### src/rtl/fetch_pkg.sv
// ----------------------------------------------------------------------------
// fetch_pkg
//   Shared types and constants for the instruction fetch stage.
//   fetch_state_t : fetch FSM states
//   fetch_entry_t : one fetched instruction with its PC and PC+4 link value
//   FETCH_NOP_INSTR : value shown on the instruction output when nothing is live
// ----------------------------------------------------------------------------
package fetch_pkg;

    localparam int unsigned FETCH_ADDR_W = 32;
    localparam int unsigned FETCH_DATA_W = 32;

    localparam logic [FETCH_DATA_W-1:0] FETCH_NOP_INSTR = 32'h0000_0000;

    typedef enum logic [1:0] {
        FS_IDLE,
        FS_REQ,
        FS_WAIT,
        FS_HOLD
    } fetch_state_t;

    typedef struct packed {
        logic [FETCH_DATA_W-1:0] instr;
        logic [FETCH_ADDR_W-1:0] pc;
        logic [FETCH_ADDR_W-1:0] pcPlus4;
    } fetch_entry_t;

endpackage

### src/rtl/fetch_skid_buffer.sv
// ----------------------------------------------------------------------------
// fetch_skid_buffer
//   Single-entry parking slot for an instruction accepted from memory while
//   the decode-facing output register is still occupied and stalled.
//   Ports:
//     clk_i    : clock
//     rst_ni   : asynchronous active-low reset
//     clear_i  : discard the parked entry (highest priority)
//     load_i   : park entry_i
//     drain_i  : entry has been moved out, mark slot empty
//     entry_i  : entry to park
//     entry_o  : parked entry
//     valid_o  : slot holds a live entry
// ----------------------------------------------------------------------------
module fetch_skid_buffer
    import fetch_pkg::*;
#(
    parameter type entry_t = fetch_entry_t
) (
    input  logic   clk_i,
    input  logic   rst_ni,
    input  logic   clear_i,
    input  logic   load_i,
    input  logic   drain_i,
    input  entry_t entry_i,
    output entry_t entry_o,
    output logic   valid_o
);

    entry_t entry_q, entry_d;
    logic   valid_q, valid_d;

    always_comb begin
        entry_d = entry_q;
        valid_d = valid_q;
        if (clear_i) begin
            valid_d = 1'b0;
        end else if (load_i) begin
            entry_d = entry_i;
            valid_d = 1'b1;
        end else if (drain_i) begin
            valid_d = 1'b0;
        end
    end

    always_ff @(posedge clk_i or negedge rst_ni) begin
        if (!rst_ni) begin
            entry_q <= '0;
            valid_q <= 1'b0;
        end else begin
            entry_q <= entry_d;
            valid_q <= valid_d;
        end
    end

    assign entry_o = entry_q;
    assign valid_o = valid_q;

endmodule

### src/rtl/instruction_fetch.sv
// ----------------------------------------------------------------------------
// instruction_fetch
//   Fetch stage between the PC block and decode. Latches the current PC,
//   issues one variable-latency read to instruction memory, and presents
//   {instruction, PC, PC+4} to decode through a valid/stall interface.
//   The PC block advances exactly once per instruction accepted from memory.
//   A flush discards in-flight and buffered instructions.
//   Ports:
//     clk                : clock, all state on rising edge
//     rst                : asynchronous active-low reset
//     pcAddress          : current PC from the PC block
//     nextPCAddress      : PC+4 from the PC block
//     count              : PC advance enable, one-cycle pulse on acceptance
//     memRead            : read request, held until memReady
//     memAddress         : registered request address
//     memReady           : read data valid this cycle
//     memData            : read data
//     decodeStall        : decode is not consuming the output this cycle
//     flush              : branch/jump taken; PC loads its new value this cycle
//     instruction        : instruction to decode (NOP_INSTR when not valid)
//     instructionPC      : address of the instruction
//     instructionPCPlus4 : its PC+4 link value
//     instructionValid   : outputs hold a live instruction
// ----------------------------------------------------------------------------
module instruction_fetch
    import fetch_pkg::*;
#(
    parameter int unsigned           ADDR_WIDTH = FETCH_ADDR_W,
    parameter int unsigned           DATA_WIDTH = FETCH_DATA_W,
    parameter logic [DATA_WIDTH-1:0] NOP_INSTR  = FETCH_NOP_INSTR
) (
    input  logic                  clk,
    input  logic                  rst,
    input  logic [ADDR_WIDTH-1:0] pcAddress,
    input  logic [ADDR_WIDTH-1:0] nextPCAddress,
    output logic                  count,
    output logic                  memRead,
    output logic [ADDR_WIDTH-1:0] memAddress,
    input  logic                  memReady,
    input  logic [DATA_WIDTH-1:0] memData,
    input  logic                  decodeStall,
    input  logic                  flush,
    output logic [DATA_WIDTH-1:0] instruction,
    output logic [ADDR_WIDTH-1:0] instructionPC,
    output logic [ADDR_WIDTH-1:0] instructionPCPlus4,
    output logic                  instructionValid
);

    typedef struct packed {
        logic [DATA_WIDTH-1:0] instr;
        logic [ADDR_WIDTH-1:0] pc;
        logic [ADDR_WIDTH-1:0] pcPlus4;
    } entry_t;

    fetch_state_t          state_q, state_d;
    logic [ADDR_WIDTH-1:0] memAddress_q, memAddress_d;
    logic [ADDR_WIDTH-1:0] reqPC_q, reqPC_d;
    logic [ADDR_WIDTH-1:0] reqPCPlus4_q, reqPCPlus4_d;
    logic                  dropPending_q, dropPending_d;
    entry_t                out_q, out_d;
    logic                  outValid_q, outValid_d;

    entry_t fetched;
    entry_t out_src;
    logic   out_load;
    logic   out_free;
    logic   buf_load, buf_drain, buf_clear, buf_valid;
    entry_t buf_entry;

    always_comb begin
        fetched.instr   = memData;
        fetched.pc      = reqPC_q;
        fetched.pcPlus4 = reqPCPlus4_q;
    end

    // Output register can take a new entry if it is empty or being consumed.
    assign out_free = !outValid_q || !decodeStall;

    // ------------------------------------------------------------------
    // FSM next state, request registers and handshake outputs
    // ------------------------------------------------------------------
    always_comb begin
        state_d       = state_q;
        memAddress_d  = memAddress_q;
        reqPC_d       = reqPC_q;
        reqPCPlus4_d  = reqPCPlus4_q;
        dropPending_d = dropPending_q;
        memRead       = 1'b0;
        count         = 1'b0;
        out_load      = 1'b0;
        out_src       = fetched;
        buf_load      = 1'b0;
        buf_drain     = 1'b0;
        buf_clear     = flush;

        unique case (state_q)
            FS_IDLE: begin
                state_d = FS_REQ;
            end

            FS_REQ: begin
                memAddress_d = pcAddress;
                reqPC_d      = pcAddress;
                reqPCPlus4_d = nextPCAddress;
                // On flush the PC is loading its target this cycle; relatch next cycle.
                state_d      = flush ? FS_REQ : FS_WAIT;
            end

            FS_WAIT: begin
                memRead = 1'b1;
                if (memReady) begin
                    if (dropPending_q || flush) begin
                        dropPending_d = 1'b0;
                        state_d       = FS_REQ;
                    end else if (out_free) begin
                        count    = 1'b1;
                        out_load = 1'b1;
                        state_d  = FS_REQ;
                    end else begin
                        count    = 1'b1;
                        buf_load = 1'b1;
                        state_d  = FS_HOLD;
                    end
                end else if (flush) begin
                    // The memory transaction must complete; remember to discard it.
                    dropPending_d = 1'b1;
                end
            end

            FS_HOLD: begin
                if (flush) begin
                    state_d = FS_REQ;
                end else if (!decodeStall) begin
                    buf_drain = 1'b1;
                    out_load  = buf_valid;
                    out_src   = buf_entry;
                    state_d   = FS_REQ;
                end
            end

            default: begin
                state_d = FS_IDLE;
            end
        endcase
    end

    // ------------------------------------------------------------------
    // Decode-facing output register
    // ------------------------------------------------------------------
    always_comb begin
        out_d      = out_q;
        outValid_d = outValid_q;
        if (flush) begin
            outValid_d  = 1'b0;
            out_d.instr = NOP_INSTR;
        end else if (out_load) begin
            out_d      = out_src;
            outValid_d = 1'b1;
        end else if (outValid_q && !decodeStall) begin
            outValid_d  = 1'b0;
            out_d.instr = NOP_INSTR;
        end
    end

    always_ff @(posedge clk or negedge rst) begin
        if (!rst) begin
            state_q       <= FS_IDLE;
            memAddress_q  <= '0;
            reqPC_q       <= '0;
            reqPCPlus4_q  <= '0;
            dropPending_q <= 1'b0;
            out_q         <= '{instr: NOP_INSTR, pc: '0, pcPlus4: '0};
            outValid_q    <= 1'b0;
        end else begin
            state_q       <= state_d;
            memAddress_q  <= memAddress_d;
            reqPC_q       <= reqPC_d;
            reqPCPlus4_q  <= reqPCPlus4_d;
            dropPending_q <= dropPending_d;
            out_q         <= out_d;
            outValid_q    <= outValid_d;
        end
    end

    fetch_skid_buffer #(
        .entry_t (entry_t)
    ) u_skid (
        .clk_i   (clk),
        .rst_ni  (rst),
        .clear_i (buf_clear),
        .load_i  (buf_load),
        .drain_i (buf_drain),
        .entry_i (fetched),
        .entry_o (buf_entry),
        .valid_o (buf_valid)
    );

    assign memAddress         = memAddress_q;
    assign instruction        = out_q.instr;
    assign instructionPC      = out_q.pc;
    assign instructionPCPlus4 = out_q.pcPlus4;
    assign instructionValid   = outValid_q;

endmodule

### config.mk
export PLATFORM = sky130hd
export DESIGN_NAME = instruction_fetch
export DESIGN_NICKNAME = d
export VERILOG_FILES = /design/src/rtl/fetch_pkg.sv /design/src/rtl/fetch_skid_buffer.sv /design/src/rtl/instruction_fetch.sv
export SDC_FILE = /design/constraint.sdc
export NUM_CORES = 1
export LEC_CHECK = 0
export CAP_MARGIN = 20
export CORE_MARGIN = 8
export CORE_UTILIZATION = 45
export DETAILED_ROUTE_END_ITERATION = 16
export GPL_TIMING_DRIVEN = 0
export PLACE_DENSITY = 0.81
export SYNTH_ARGS = -nofsm -noshare
export SYNTH_HDL_FRONTEND = slang
export SYNTH_SLANG_ARGS = --single-unit
### constraint.sdc
create_clock -name clk -period 5.82 [get_ports clk]
set_clock_uncertainty 0.05 [all_clocks]
set_input_delay 1.455 -clock clk [delete_from_list [all_inputs] [get_ports clk]]
set_output_delay 1.455 -clock clk [all_outputs]
set_load 0.03 [all_outputs]
==> results of run 1 <==
-- area by class of cell --
class	count	area share (%)
plain buffers	50	2.052
flip-flops and latches	261	43.89
clock buffers	43	5.768
well taps	324	2.724
inverters	6	0.1513
repair buffers	231	15.81
clock inverters	9	0.4877
multi-input cells	410	29.10
diodes	1	0.01682
-- per-stage QoR --
| step | worst slack (ps) | hold WS, ps | setup TNS [ps] |
|---|---|---|---|
| 3_5_place_dp | 1312 | 442.2 | 0 |
| 4_1_cts | 1291 | 455.9 | 0 |
| 2_1_floorplan | 2275 | 426.6 | 0 |
| 6_report | 1305 | 448.6 | 0 |
| 5_1_grt | 1232 | 467.4 | 0 |
| 3_3_place_gp | -8107 | 420.1 | -2109840 |
-- flip-flops by register name (all words and copies together) (netlist names) --
name	cells
u_skid.entry_o	96
instructionPCPlus4	32
dropPending_q	1
u_skid.valid_o	1
reqPCPlus4_q	32
instructionPC	32
state_q	2
reqPC_q	32
instruction	32
instructionValid	1
-- per-layer routing --
layer  GRT usage [%]  up-vias  routed length, um
li1                -     3170                  -
met1           21.84     3486              11340
met2           28.24      191              12470
met3           5.663       43               2036
met4           3.954        4                483
met5               0        -                 23
-- worst paths after layout --
| check | start | endpoint | slack [ps] | cells past startpoint |
|---|---|---|---|---|
| setup / recovery | memReady | count | 1300 | 4 |
| hold / removal | instructionPC[30]$_DFFE_PN0P_ | instructionPC[30]$_DFFE_PN0P_ | 450 | 1 |
| setup reg to reg | state_q[0]$_DFFE_PN0P_ | u_skid.entry_o[62]$_DFFE_PN0P_ | 3310 | 8 |
| hold reg to reg | instructionPC[30]$_DFFE_PN0P_ | instructionPC[30]$_DFFE_PN0P_ | 450 | 1 |
| max in group asynchronous | rst | reqPCPlus4_q[18]$_DFFE_PN0N_ | 3900 | 2 |
| min in group asynchronous | rst | reqPC_q[26]$_DFFE_PN0N_ | 870 | 1 |
-- placed cells by master, fill, tap and decap left out, drive strengths merged, types with 2 or more instances in the layout --
master	n
a21oi	3
buf	37
clkbuf	59
clkdlybuf4s50	228
clkinv	7
dfrtp	261
ha	3
inv	6
mux2	288
mux2i	66
nand2	2
nor2	2
o211ai	32
o21ai	2
-- kinds of logic after synthesis --
kind of cell             count (synthesis)  share of synthesized area [%]
AO/OA/AOI/OAI                           42                          2.896
adder cells (fa/ha/maj)                  3                         0.3355
buffers and inverters                   56                          2.930
flip-flops                             261                          58.37
multiplexers                           354                          34.89
AND/OR/NAND/NOR                         11                         0.5816
-- power groups by stage --
stage          clock (mW)  combinational (mW)  sequential, mW
6_report             1.77                2.80            2.65
4_1_cts              1.82                2.84            2.65
3_3_place_gp            0                2.79            2.66
2_1_floorplan           0                1.01            3.30
3_5_place_dp            0                2.83            2.68
5_1_grt              1.89                2.96            2.72
-- worst max-delay path, delay by kind of cell --
kind	cells	cell delay (ps)
AND/OR/NAND/NOR	2	300
buffers and inverters	2	1250
-- synthesized netlist by cell type (all sizes together) --
library cell    n
nand3b          1
buf            34
o21ai           2
ha              3
mux2i          66
inv             6
and4b           1
a21oi           3
and3b           1
clkbuf         16
nand3           1
mux2          288
o21a            1
a211oi          1
nor2b           1
o32ai           1
nand2b          1
nand2           2
o211ai         32
dfrtp         261
nor2            2
a21o            1
and3            1
a22o            1
==> impl_results.md, run 1 <==
- Vias: 6894
- Slowest CP cell: clkdlybuf4s50_1
- CTS Sinks: 261
- Mapped Area: between 10000 and 15000 um2
- # fillers: between 1.5k and 2k
- Internal power: around 4.7 mW
- Syn Area/Cell: about 15 um2
- CTS Buffer Depth: 3
- Die Area: ~30000 um2
- FF/Latch Area: between 6000 and 7000 um2
- Core Area: roughly 24000 um2
- CP Data Required Time: 4320 ps
- Seq pwr share: 36.7%
- Synth cell types: 28
- Post-layout min period: about 4500 ps
- Sequence of cells on the critical path: clkdlybuf4s50_1 -> nand3b_1 -> nor2_1 -> clkdlybuf4s50_1
- Switch share: between 30% and 40%
- Routability cong.: 0.7706
- Slew Viols, Final: 0
- Final Util: between 60 and 70%
- Final std cells w/o fill: roughly 1.3k
- Slew @ Worst Pin: between 700 and 800 ps
- Clk_lat worst skew: 530 ps
- Synth warn: 0
- Die H: 173.7 um
- DRC viols: 0
- Endpoints failing hold: 0
- Synth Instances: around 730
- Detailed placer's ending HPWL: ~19000 um
- Critical Path Sink Type: primary output
- Layout area overhead: 32.99%
- Flops & latches, synth: 261
- DR WL/cell: between 15 and 20 um
- Die X: about 170 um
- Initial Util: 45.88%
- Power Dens Cells: about 480 nW/um2
- Syn_nets: roughly 830
- Share of the synthesized area in the top cell type: about three fifths
- Unrepaired setup endpoints after global routing: no
- Setup Crit Path Kind: primary input to primary output
- Worst-path fanout max: 4
- Post-Layout Inst Area: between 10000 and 15000 um2
- Initial antenna violation count: 3
- PostCTS Resize Cnt: 0
- Sw power: 2.467 mW
- Total power: just over 7 mW
- GRT Overall Usage: between 15 and 20%
- Clk slew on worst S/H paths: 60 ps
- Hold_buf cts: 0
- Multi-input gate area: roughly 4300 um2
- Slew Limit Headroom: about 49%
- Clock group share of total power: between 20% and 30%
- TritonCTS clock tree: yes
- Vias per inst: 5.164
- Vias in the first global route: 7533
- PortBufs: 229
- # IOs: about 230
- Fin nets: about 1.1k
- Most Frequent Cell on Critical Path: clkdlybuf4s50_1
- Post-Route WL: around 26000 um
- Drt first pass iters: 4
- Period Utilization, post-route: roughly 78%
- Outcome: complete, no violations
- WP data arrival: about 3000 ps
- Overflow left after global routing: 0
- # rows: 57
- Hold WC Path Type: flop to flop
- Worst Setup Start Kind: primary input
- Total CTS buffers: 28
- Delay of the slowest critical-path stage: 730 ps
- Leakage: 6.833 nW
- Placed Instance Area: between 10000 and 15000 um2
- Layout cell share with drive strength beyond 1: 36.53%
- Max frequency: between 200 and 250 MHz
- Number of max-cap violations: 0
- First-pass GRT wire length: roughly 42000 um
- Combinational power share: 38.8%
- DP Cell Count: 1282
- Largest net degree at the start of global routing: ~110
- Initial drt markers: around 410
- Peak supply drop: about 0.37 mV
- Post-CTS setup buffers: 0
- Synth top area cells: dfrtp_1 (58%), mux2_2 (29%), mux2i_1 (5.9%)
- Seq/Total Area, Yosys: a little under 60%
- Root Buffer Master: clkbuf_16
- Htree depth: 1
- Synth area leader: dfrtp_1
- Finish-stage setup viols: 0
- Final ANT Viol Nets: 0
Note: power is estimated with default switching activity, not from simulation.
==> inputs of run 2 (changes only) <==
clock period = 4.56 ns   (was 5.82 ns; I/O delays follow)
==> results of run 2 <==
Same layout as run 1 (identical final DEF). Status: complete, no violations.
Among the figures that moved: setup slack after placement 1312 ps -> 681.5 ps; setup slack after layout 1305 ps -> 674.9 ps; register-to-register setup slack 3310 ps -> 2050 ps; total power 7.210 mW -> 9.202 mW; worst IR drop on VDD 0.3725 mV -> 0.4755 mV
==> inputs of run 3 (changes only) <==
GPL_TIMING_DRIVEN = unset   (was 0)
==> impl_results.md, run 3 (synthesis results as in run 1) <==
- Outcome: complete, no violations (unchanged)
- Slew Limit Headroom: 33.08% (was 48.67%)
- Hold path depth: 1 (unchanged)
- Worst-path fanout max: 4 (unchanged)
- Die H: 173.7 um (unchanged)
- Total CTS buffers: 27 (was 28)
- Core Area: 24390 um2 (unchanged)
- PortBufs: 231 (was 229)
- CTS Buffer Depth: 3 (unchanged)
- Power Dens Cells: 615.6 nW/um2 (was 618.4 nW/um2)
- Peak supply drop: 0.5164 mV (was 0.4755 mV)
- Number of max-cap violations: 0 (unchanged)
- Hold WC Path Type: flop to flop (unchanged)
- WP data arrival: 2710 ps (was 2700 ps)
- Critical Path Source: memReady (unchanged)
- Finish-stage setup viols: 0 (unchanged)
- Number of flip-flops in the largest register: 96 (unchanged)
- Critical Path Sink Type: primary output (unchanged)
- Reg2Reg Depth: 5 (was 8)
- Die Area: 30170 um2 (unchanged)
- Post-layout min period: 3898 ps (was 3885 ps)
- Post-Route WL: 25040 um (was 26360 um)
- Worst min-delay path startpoint: u_skid.entry_o[35]$_DFFE_PN0P_ (was instructionPC[30]$_DFFE_PN0P_)
- Vias per inst: 5.233 (was 5.164)
- Clk_lat worst skew: 520 ps (was 530 ps)
- Commonest non-fill, non-tap cell in the layout: mux2_2 (unchanged)
- Period Utilization, post-route: 85.48% (was 85.20%)
- GRT Overall Usage: 16.53% (was 17.23%)
- Root Buffer Master: clkbuf_16 (unchanged)
- Total power: 9.032 mW (was 9.202 mW)
- PostCTS Resize Cnt: 0 (unchanged)
- Final std cells w/o fill: 1290 (was 1335)
- Hold WS: 451.2 ps (was 448.6 ps)
- Routability cong.: 0.7494 (was 0.7706)
- Max frequency: 256.6 MHz (was 257.4 MHz)
- Die X: 173.7 um (unchanged)
- CTS Sinks: 261 (unchanged)
- Layout cell share with drive strength beyond 1: 35.71% (was 36.53%)
- Initial drt markers: 363 (was 405)
- Drt first pass iters: 4 (unchanged)
- Leakage: 6.699 nW (was 6.833 nW)
- # IOs: 232 (unchanged)
- # rows: 57 (unchanged)
- Detailed placer's ending HPWL: 16370 um (was 18560 um)
- Most frequent cells in the layout: mux2_2 (285), dfrtp_1 (261), clkdlybuf4s50_1 (230) (was mux2_2 (285), dfrtp_1 (261), clkdlybuf4s50_1 (228))
- Worst Setup Start Kind: primary input (unchanged)
- Initial Util: 45.88% (unchanged)
- Overflow left after global routing: 0 (unchanged)
- Endpoints failing hold: 0 (unchanged)
- Vias: 6750 (was 6894)
- CP Data Required Time: 3370 ps (about the same)
- DR WL/cell: 19.41 um (was 19.74 um)
- Setup Crit Path Kind: primary input to primary output (unchanged)
- DP Cell Count: 1244 (was 1282)
- DRC viols: 0 (unchanged)
- Vias in the first global route: 7564 (was 7533)
- Largest net degree at the start of global routing: 106 (was 109)
- Fin nets: 1054 (was 1092)
- Antenna Diode Count: 0 (was 1)
- Clk slew on worst S/H paths: 60 ps (about the same)
- Worst r2r src: state_q[0]$_DFFE_PN0P_ (unchanged)
- Htree depth: 1 (unchanged)
- TritonCTS clock tree: yes (unchanged)
- Setup TNS Final: 0 ps (unchanged)
- Final ANT Viol Nets: 0 (unchanged)
- Post-CTS setup buffers: 0 (unchanged)
- First-pass GRT wire length: 41640 um (was 42480 um)
- Unrepaired setup endpoints after global routing: no (unchanged)
- Layout area overhead: 31.13% (was 32.99%)
- Slew @ Worst Pin: 1004 ps (was 770.0 ps)
- Hold_buf cts: 0 (unchanged)
- Slew Viols, Final: 0 (unchanged)
- Initial antenna violation count: 1 (was 3)
## run 3: cell count changes in the layout (fill, tap and decap cells not counted), moves of 2 or more
cell             previous run  this run
buf_6                       8         0
clkdlybuf4s50_1           228       230
clkinv_2                    7         5
clkbuf_16                  29        27
buf_2                      19         0
buf_12                      0         5
clkbuf_1                   22         3
## run 3: final cells by class
type | count | area [um2]
fill | 1901 | 9718
sequential | 261 | 6531
multi-input combinational | 410 | 4355
timing repair buffer | 244 | 2497
clock buffer | 38 | 797.0
tap | 324 | 405.4
clock inverter | 7 | 63.81
inverter | 6 | 22.52
## run 3: worst paths after layout
path,slack [ps],endpoint
setup reg to reg,2200,instructionPCPlus4[22]$_DFFE_PN0P_
max in group asynchronous,2910,u_skid.entry_o[26]$_DFFE_PN0P_
min in group asynchronous,630,reqPC_q[23]$_DFFE_PN0N_
hold / removal,450,u_skid.entry_o[35]$_DFFE_PN0P_
hold reg to reg,450,u_skid.entry_o[35]$_DFFE_PN0P_
setup / recovery,660,count
## run 3: layer usage
layer	routed length, um	GRT usage (%)	up-vias
met1	10910	20.92	3456
li1	-	-	3085
met5	13	0	-
met3	1977	5.903	29
met2	11830	27.29	178
met4	302	2.708	2
## run 3: per-stage QoR
| stage | utilization (%) | cell area [um2] | setup slack [ps] |
|---|---|---|---|
| after global placement | 56.51 | 13780 | 635.8 |
| after global routing | 60.16 | 14670 | 594.7 |
| final | 60.16 | 14670 | 662.3 |
| after CTS | 60.04 | 14650 | 631.7 |
| after floorplan | - | 11190 | 1645 |
| after detailed placement | 56.51 | 13780 | 646.3 |
## run 3: report_power, final
| part | internal [mW] | switching [mW] | total, mW | leakage [nW] |
|---|---|---|---|---|
| Sequential | 2.94 | 0.427 | 3.37 | 3.44 |
| Combinational | 1.76 | 1.77 | 3.53 | 2.83 |
| Clock | 1.26 | 0.871 | 2.13 | 0.432 |
| Total | 5.97 | 3.07 | 9.03 | 6.70 |
## run 3: worst max-delay path: stages
cell and delay (ps):
clkdlybuf4s50_1 520, nand3b_1 150, nor2_1 150, clkdlybuf4s50_1 740
